**src/rtl/mvme_pkg.sv**
```systemverilog
// Shared types and constants for the 4x4 matrix-vector sequencer.
package mvme_pkg;

    localparam int Q_W          = 35;
    localparam int Q_FRAC       = 27;
    localparam int MVME_LATENCY = 10;
    localparam int MVME_N       = 4;

    typedef logic signed [Q_W-1:0] q8_27_t;

    typedef enum logic [1:0] {
        ST_IDLE,
        ST_ISSUE,
        ST_DRAIN
    } mvme_state_e;

    typedef struct packed {
        logic       valid;
        logic [1:0] idx;
    } mvme_tag_t;

endpackage

```
**src/rtl/mvme_tag_dly.sv**
```systemverilog
// Fixed-depth shift register with synchronous clear.
// Used to carry result tags alongside a fixed-latency engine.
module mvme_tag_dly #(
    parameter int DEPTH = 10,
    parameter int WIDTH = 3
) (
    input  logic             clk,
    input  logic             i_clr,
    input  logic [WIDTH-1:0] i_d,
    output logic [WIDTH-1:0] o_q
);

    logic [WIDTH-1:0] r_sr [DEPTH];

    always_ff @(posedge clk) begin
        if (i_clr) begin
            for (int i = 0; i < DEPTH; i++) begin
                r_sr[i] <= '0;
            end
        end else begin
            r_sr[0] <= i_d;
            for (int i = 1; i < DEPTH; i++) begin
                r_sr[i] <= r_sr[i-1];
            end
        end
    end

    assign o_q = r_sr[DEPTH-1];

endmodule

```
**src/rtl/mvme_row_sequencer.sv**
```systemverilog
// Issues one coefficient row per cycle to the multiply-sum engine and
// returns the four dot-product results as an indexed stream.
module mvme_row_sequencer
    import mvme_pkg::*;
#(
    parameter int W           = Q_W,
    parameter int MAC_LATENCY = MVME_LATENCY,
    parameter int N           = MVME_N
) (
    input  logic         clk,
    input  logic         rst,
    input  logic         coef_we,
    input  logic [3:0]   coef_addr,
    input  logic [W-1:0] coef_wdata,
    input  logic [W-1:0] x0,
    input  logic [W-1:0] x1,
    input  logic [W-1:0] x2,
    input  logic [W-1:0] x3,
    input  logic         start,
    output logic         busy,
    output logic         done,
    output logic [W-1:0] a,
    output logic [W-1:0] b,
    output logic [W-1:0] c,
    output logic [W-1:0] d,
    output logic [W-1:0] e,
    output logic [W-1:0] f,
    output logic [W-1:0] g,
    output logic [W-1:0] h,
    input  logic [W-1:0] mac_total,
    input  logic         mac_overload,
    output logic         y_valid,
    output logic [1:0]   y_idx,
    output logic [W-1:0] y_data,
    output logic         y_overload,
    output logic         ovf_sticky
);

    mvme_state_e r_state;
    mvme_state_e w_state_nxt;
    logic [1:0]  r_row;
    logic [1:0]  w_row_nxt;
    logic [1:0]  w_row;
    logic        w_load;
    logic        w_accept;
    logic        w_we_ok;

    logic [W-1:0] r_bank [N*N];
    logic [W-1:0] r_x    [4];
    logic [W-1:0] w_x    [4];
    logic [W-1:0] w_m    [4];
    logic [W-1:0] r_opm  [4];
    logic [W-1:0] r_opx  [4];

    mvme_tag_t r_tag_in;
    mvme_tag_t w_tag_q;

    logic         r_y_valid;
    logic [1:0]   r_y_idx;
    logic [W-1:0] r_y_data;
    logic         r_y_ovl;
    logic         r_done;
    logic         r_sticky;

    always_ff @(posedge clk) begin
        if (rst) begin
            r_state <= ST_IDLE;
        end else begin
            r_state <= w_state_nxt;
        end
    end

    always_comb begin
        w_state_nxt = r_state;
        w_row_nxt   = r_row;
        w_load      = 1'b0;
        w_accept    = 1'b0;
        unique case (r_state)
            ST_IDLE: begin
                if (start) begin
                    w_accept    = 1'b1;
                    w_load      = 1'b1;
                    w_row_nxt   = 2'd1;
                    w_state_nxt = ST_ISSUE;
                end
            end
            ST_ISSUE: begin
                w_load    = 1'b1;
                w_row_nxt = r_row + 2'd1;
                if (r_row == 2'd3) begin
                    w_state_nxt = ST_DRAIN;
                end
            end
            ST_DRAIN: begin
                if (r_done) begin
                    w_state_nxt = ST_IDLE;
                end
            end
            default: w_state_nxt = ST_IDLE;
        endcase
    end

    assign w_row   = (r_state == ST_ISSUE) ? r_row : 2'd0;
    assign w_we_ok = coef_we && (r_state == ST_IDLE);

    // A write landing with start must be visible to row 0 this cycle.
    always_comb begin
        for (int i = 0; i < 4; i++) begin
            w_m[i] = r_bank[{w_row, 2'(i)}];
            if (w_we_ok && coef_addr == {w_row, 2'(i)}) begin
                w_m[i] = coef_wdata;
            end
        end
        w_x[0] = w_accept ? x0 : r_x[0];
        w_x[1] = w_accept ? x1 : r_x[1];
        w_x[2] = w_accept ? x2 : r_x[2];
        w_x[3] = w_accept ? x3 : r_x[3];
    end

    always_ff @(posedge clk) begin
        if (rst) begin
            for (int i = 0; i < N*N; i++) begin
                r_bank[i] <= '0;
            end
            for (int i = 0; i < 4; i++) begin
                r_x[i]   <= '0;
                r_opm[i] <= '0;
                r_opx[i] <= '0;
            end
            r_row     <= 2'd0;
            r_tag_in  <= '0;
            r_y_valid <= 1'b0;
            r_y_idx   <= 2'd0;
            r_y_data  <= '0;
            r_y_ovl   <= 1'b0;
            r_done    <= 1'b0;
            r_sticky  <= 1'b0;
        end else begin
            r_row <= w_row_nxt;
            if (w_we_ok) begin
                r_bank[coef_addr] <= coef_wdata;
            end
            if (w_accept) begin
                r_x <= w_x;
            end
            for (int i = 0; i < 4; i++) begin
                r_opm[i] <= w_load ? w_m[i] : '0;
                r_opx[i] <= w_load ? w_x[i] : '0;
            end
            r_tag_in.valid <= w_load;
            r_tag_in.idx   <= w_row;

            r_y_valid <= w_tag_q.valid;
            r_y_idx   <= w_tag_q.valid ? w_tag_q.idx : 2'd0;
            r_y_data  <= w_tag_q.valid ? mac_total : '0;
            r_y_ovl   <= w_tag_q.valid & mac_overload;
            r_done    <= w_tag_q.valid && (w_tag_q.idx == 2'd3);

            if (w_accept) begin
                r_sticky <= 1'b0;
            end else if (w_tag_q.valid) begin
                r_sticky <= r_sticky | mac_overload;
            end
        end
    end

    mvme_tag_dly #(
        .DEPTH (MAC_LATENCY),
        .WIDTH ($bits(mvme_tag_t))
    ) u_tag_dly (
        .clk   (clk),
        .i_clr (rst),
        .i_d   (r_tag_in),
        .o_q   (w_tag_q)
    );

    assign busy       = (r_state != ST_IDLE);
    assign done       = r_done;
    assign a          = r_opm[0];
    assign b          = r_opx[0];
    assign c          = r_opm[1];
    assign d          = r_opx[1];
    assign e          = r_opm[2];
    assign f          = r_opx[2];
    assign g          = r_opm[3];
    assign h          = r_opx[3];
    assign y_valid    = r_y_valid;
    assign y_idx      = r_y_idx;
    assign y_data     = r_y_data;
    assign y_overload = r_y_ovl;
    assign ovf_sticky = r_sticky;

endmodule

```
**config.mk**
```make
export PLATFORM = sky130hd
export DESIGN_NAME = mvme_row_sequencer
export DESIGN_NICKNAME = d
export VERILOG_FILES = /design/src/rtl/mvme_pkg.sv /design/src/rtl/mvme_tag_dly.sv /design/src/rtl/mvme_row_sequencer.sv
export SDC_FILE = /design/constraint.sdc
export NUM_CORES = 2
export LEC_CHECK = 0
export BUFFER_PORTS_ARGS = -buffer_cell sky130_fd_sc_hd__buf_2
export CAP_MARGIN = 20
export CORE_MARGIN = 2
export CORE_UTILIZATION = 60
export DETAILED_ROUTE_END_ITERATION = 10
export HOLD_SLACK_MARGIN = 0.03
export PLACE_DENSITY = 0.9
export SETUP_SLACK_MARGIN = 0.2
export SLEW_MARGIN = 15
export SYNTH_ARGS = -nofsm -noshare
export SYNTH_HDL_FRONTEND = slang
export SYNTH_SLANG_ARGS = --single-unit
```
**constraint.sdc**
```tcl
create_clock -name clk -period 4.26 [get_ports clk]
set_clock_uncertainty 0.15 [all_clocks]
set_input_delay 0.639 -clock clk [delete_from_list [all_inputs] [get_ports clk]]
set_output_delay 0.639 -clock clk [all_outputs]
set_load 0.005 [all_outputs]
```
# Word level (Yosys, flattened, before mapping)
# Memories as Yosys holds them, arrays and structs flattened.
# Index checks and enable logic that the tools add are counted.
[totals]
memories = 4
mem_bits_rw = 870
regBits = 188
in_bits = 219
output_inout_bits = 322
elab_cells = 117
[mem_list]
columns = ["name", "depth", "width", "read_ports", "rd_ports_with_merged_regs", "write_ports", "line", "rtl"]
rows = [
  ["r_bank", 16, 35, 4, 0, 16, "mvme_row_sequencer.sv:48", "logic [W-1:0] r_bank [N*N];"],
  ["r_opm", 4, 35, 4, 0, 4, "mvme_row_sequencer.sv:52", "logic [W-1:0] r_opm [4];"],
  ["r_opx", 4, 35, 4, 0, 4, "mvme_row_sequencer.sv:53", "logic [W-1:0] r_opx [4];"],
  ["u_tag_dly.r_sr", 10, 3, 10, 0, 10, "mvme_tag_dly.sv:13", "logic [WIDTH-1:0] r_sr [DEPTH];"],
]
[classes]
n_reduce_logical = 14
eq_ne = 11
add_sub_neg = 1
muxes = 52
bitwise_logic = 21
[ops]
columns = ["operator", "n"]
rows = [
  ["$mux W35", 25],
  ["$reduce_or A35 Y1", 1],
  ["$mux W3", 10],
  ["$or A1 B1 Y1", 19],
  ["$eq A4 B4 Y1", 4],
  ["$mux W1", 9],
  ["$mux W2", 4],
  ["$eq A2 B2 Y1 const B", 3],
  ["$logic_and A1 B1 Y1", 6],
  ["$ne A2 B2 Y1 const B", 3],
  ["$pmux W2 S3", 1],
  ["$mux W4", 1],
  ["$pmux W2 S2", 1],
  ["$reduce_bool A2 Y1", 2],
  ["$reduce_or A2 Y1", 2],
  ["$reduce_and A3 Y1", 1],
  ["$add A2 B1 Y2 const B", 1],
  ["$eq A2 B1 Y1 const B", 1],
  ["$logic_not A2 Y1", 1],
  ["$pmux W1 S2", 1],
  ["$reduce_and A2 Y1", 1],
  ["$and A1 B1 Y1", 1],
  ["$not A1 Y1", 1],
]

# Depth between registers and ports, before layout
[logic_depth]
word_depth = 7
mapped_depth = 9
ltp_nobuf = 5

# By module
# From an unflattened synthesis, not the netlist that was laid out.
[hier_totals]
cells_unflattened = 3302
area_unflattened_um2 = 39950.8
[modules_own_cells]
columns = ["mod", "area_each_um2", "seq_area_each_um2", "cells_per_inst", "instances"]
rows = [
  ["mvme_row_sequencer", 39046.2, 26185.1, 3236, 1],
  ["mvme_tag_dly", 904.6, 600.6, 66, 1],
]

# Least setup slack after synthesis
# Ideal clock, no wire load.
[synth_timing]
path_kind = "input-to-reg"
from = "in rst"
to = "mem r_bank[0][0] (netlist bit), enable pin"
path_buffers = 3
required_ns = 3.719
path_stages = 4
arrival_time_ns = 2.216
setup_time_ns = 0.391
setup_slack_ns = 1.503
path_cell_list = "clkbuf_1 clkbuf_1 clkbuf_1 a21o_1"
[synth_lines]
columns = ["element", "line", "rtl"]
rows = [
  ["from (decl)", "mvme_row_sequencer.sv:11", "input logic rst,"],
  ["to (decl)", "mvme_row_sequencer.sv:48", ""],
]

==> results.md <==
* Total power at 22.2 mW
* Setup ws final at 1310 ps
* Area of placed instances at 43300 um2
* DR vias/cell at 6.04
* Root Buffer: clkbuf_16
* DP Worst Slack at 1130 ps
* Final hold vios at 0
* Nature of the critical path endpoint: register
* Critical path fanouts, max at 21
* Asr flop ratio synth at 0%
* Required time of the critical path at 4460 ps
* Initial antenna violation count at 14
* 1st-iter DRT viols at 3540
* Number of H-tree levels at 3
* CTS tree: yes
* Crit start category: register
* Port bufs at 540
* Reg area at 26800 um2
* Largest net degree at the start of global routing at 173
* Die Y at 262 um
* Leakage power at 19.0 nW
* Sequential area share after synthesis at 67.1%
* Max Root-Sink Buffers at 3
* Worst skew pair latency at 670 ps
* Reg2Reg Depth at 4
* Hold wc startpoint: mac_total[17]
* Clock transition at the registers of the reported paths at 60 ps
* Design area at 47000 um2
* DRC at 0
* Die span in x at 262 um
* Peak supply drop at 0.000408 V
* Reg2reg end: r_bank[4][29]
* Vias in the first global route at 28.2k
* RePlAce Congestion at 0.927
* Syn avg cell area at 12.1 um2
* Post-DP HPWL at 69.8 mm
* I/O pin total at 541
* First-pass GRT wire length at 167 mm
* Final wirelength at 114 mm
* Slew Limit Fails at 0
* Slew at the pin closest to its max-slew limit at 1170 ps
* R2r startpoint: r_state[1]
* Hold Path Class: input pin to register
* Area occupied by multi-input gates at 12000 um2
* Area growth, synth to finish at 17.6%
* Hold path depth at 2
* Fmax at 0.339 GHz
* Core box area at 65900 um2
* Cell count after synthesis at 3300
* FP Rows at 94
* Hold endpoint: y_data[17]
* CTS buffer count at 102
* Total track usage at 32.4%
* Total number of vias at 28.6k
* Clock sink total at 1058
* Warnings from Yosys at 0
* Maxcap violations at 0
* Synthesized area at 39900 um2
* Die ar. at 68600 um2
* Ys flop type: edfxtp_1
* #FFs+latches synth at 1058
* Reg2reg setup slack at 1310 ps
* Top cells by area, synth: edfxtp_1 42%, dfxtp_1 25%, mux2i_1 11%, nor2_1 8.0%, o2bb2ai_1 3.1%
* Tcrit/Tclk final at 69.2%
* Worst setup path class: register to register
* Crit path arrival time at 3150 ps
* Congestion Overflow GR at 0
* Setup TNS Final at 0 ps
* Minimum clock period at 2950 ps
* PD cells at 473 nW/um2
* Setup-failing EPs final at 0
* Wirelength per Cell at 24.0 um
* Drt pass-1 iters at 8
* Post-Syn Nets at 3520
* Count of cell types in the netlist at 47
* Post-synth top area cell: edfxtp_1
* Outcome: finished, final reports clean
* Gates resized, CTS repair at 0
* Unrepaired setup endpoints after global routing: false
* Share of layout cells above drive strength 1 at 20.7%
* Fin nets at 3992
* Fillers at 3989
* Post-synth EDFFs at 560
* Initial Util at 60.6%
* Synth top area share at 42.1%
* Post-route ant nets at 0
* Slew HR at 21.9%
placed cells by master (no fill, tap or decap), types with 22 or more instances in the layout:
master	n
a21boi_0	140
and2_1	39
buf_12	22
buf_2	539
buf_4	40
clkbuf_1	22
clkbuf_16	105
dfxtp_1	497
edfxtp_1	560
mux2i_1	420
nand2_1	177
nor2_1	846
nor2b_1	32
o21ai_0	102
o21ai_1	38
o2bb2ai_1	140
power by group:
part	leakage [nW]	switching (mW)	internal, mW	total [mW]
Combinational	7.48	1.13	0.586	1.72
Clock	1.66	3.85	5.34	9.19
Sequential	9.85	0.147	11.2	11.3
Total	19.0	5.13	17.1	22.2
stage by stage:
stage	cells	hold slack, ps	utilization, %
finish	4734	56.2	71.3
global placement	4514	266	65.8
CTS	4721	32.3	71.2
detailed placement	4514	274	65.8
global route	4729	36.4	71.3
floorplan	3300	264	-
critical path, cell delays in order (launching register included):
cell,delay (ps)
dfxtp_1,440
nor4b_2,690
and2b_1,370
a21o_2,690
buf_4,310
state kept, by name, summed over array words and instances (netlist names), 2 cells and up:
signal,count
r_state,2
r_x,140
r_opm,140
y_idx,2
r_row,2
r_tag_in,3
u_tag_dly.r_sr,30
r_bank,560
y_data,35
r_opx,140
cell usage after synthesis (all sizes together), types with 2 or more instances:
library cell  instances
nor2                847
edfxtp              560
dfxtp               498
mux2i               420
nand2               178
clkbuf              154
o21ai               143
a21boi              140
o2bb2ai             140
buf                  98
and2                 40
nor2b                33
a21o                 16
a21oi                 3
a211oi                2
nand2b                2
nand4b                2
nor3                  2
nor3b                 2
or2                   2
what timing repair did:
action                                  in CTS  in global routing
buffers inserted                             0                  0
endpoints found under the setup margin       0                  0
endpoints found under the hold margin       17                  1
hold buffers                                17                  1
worst max-delay path by stage:
stage,start,to
global placement,coef_addr[1],r_bank[4][25]
detailed placement,coef_addr[1],r_bank[4][26]
floorplan,rst,r_bank[0][0]
global route,r_state[1],r_bank[4][29]
CTS,r_state[1],r_bank[4][33]
finish,r_state[1],r_bank[4][29]
layout make-up:
type,instances,share of cell area [%]
tap,864,2.30
multi-input combinational,1988,25.5
timing repair buffer,620,7.73
inverter,2,0.0213
antenna,12,0.0640
clock buffer,139,6.12
sequential,1058,57.1
clock inverter,51,1.17
layer usage:
| metal | track usage, % | part of all wire (%) | vias to the layer above |
|---|---|---|---|
| met1 | 40.6 | 36 | 13600 |
| met5 | 0 | 0.040 | - |
| met2 | 52.0 | 47 | 2117 |
| li1 | - | - | 12400 |
| met4 | 16.7 | 5.6 | 8 |
| met3 | 8.67 | 12 | 433 |
kinds of logic after synthesis:
kind of cell / after synthesis / synth area share (%)
simple gates: 1118 / 11.2
mux: 420 / 10.5
buf+inv: 254 / 3.11
compound gates: 448 / 8.02
xor+xnor: 1 / 0.0219
flops: 1058 / 67.1
fa+ha+maj: 1 / 0.0313
(Power assumes the default switching activity.)
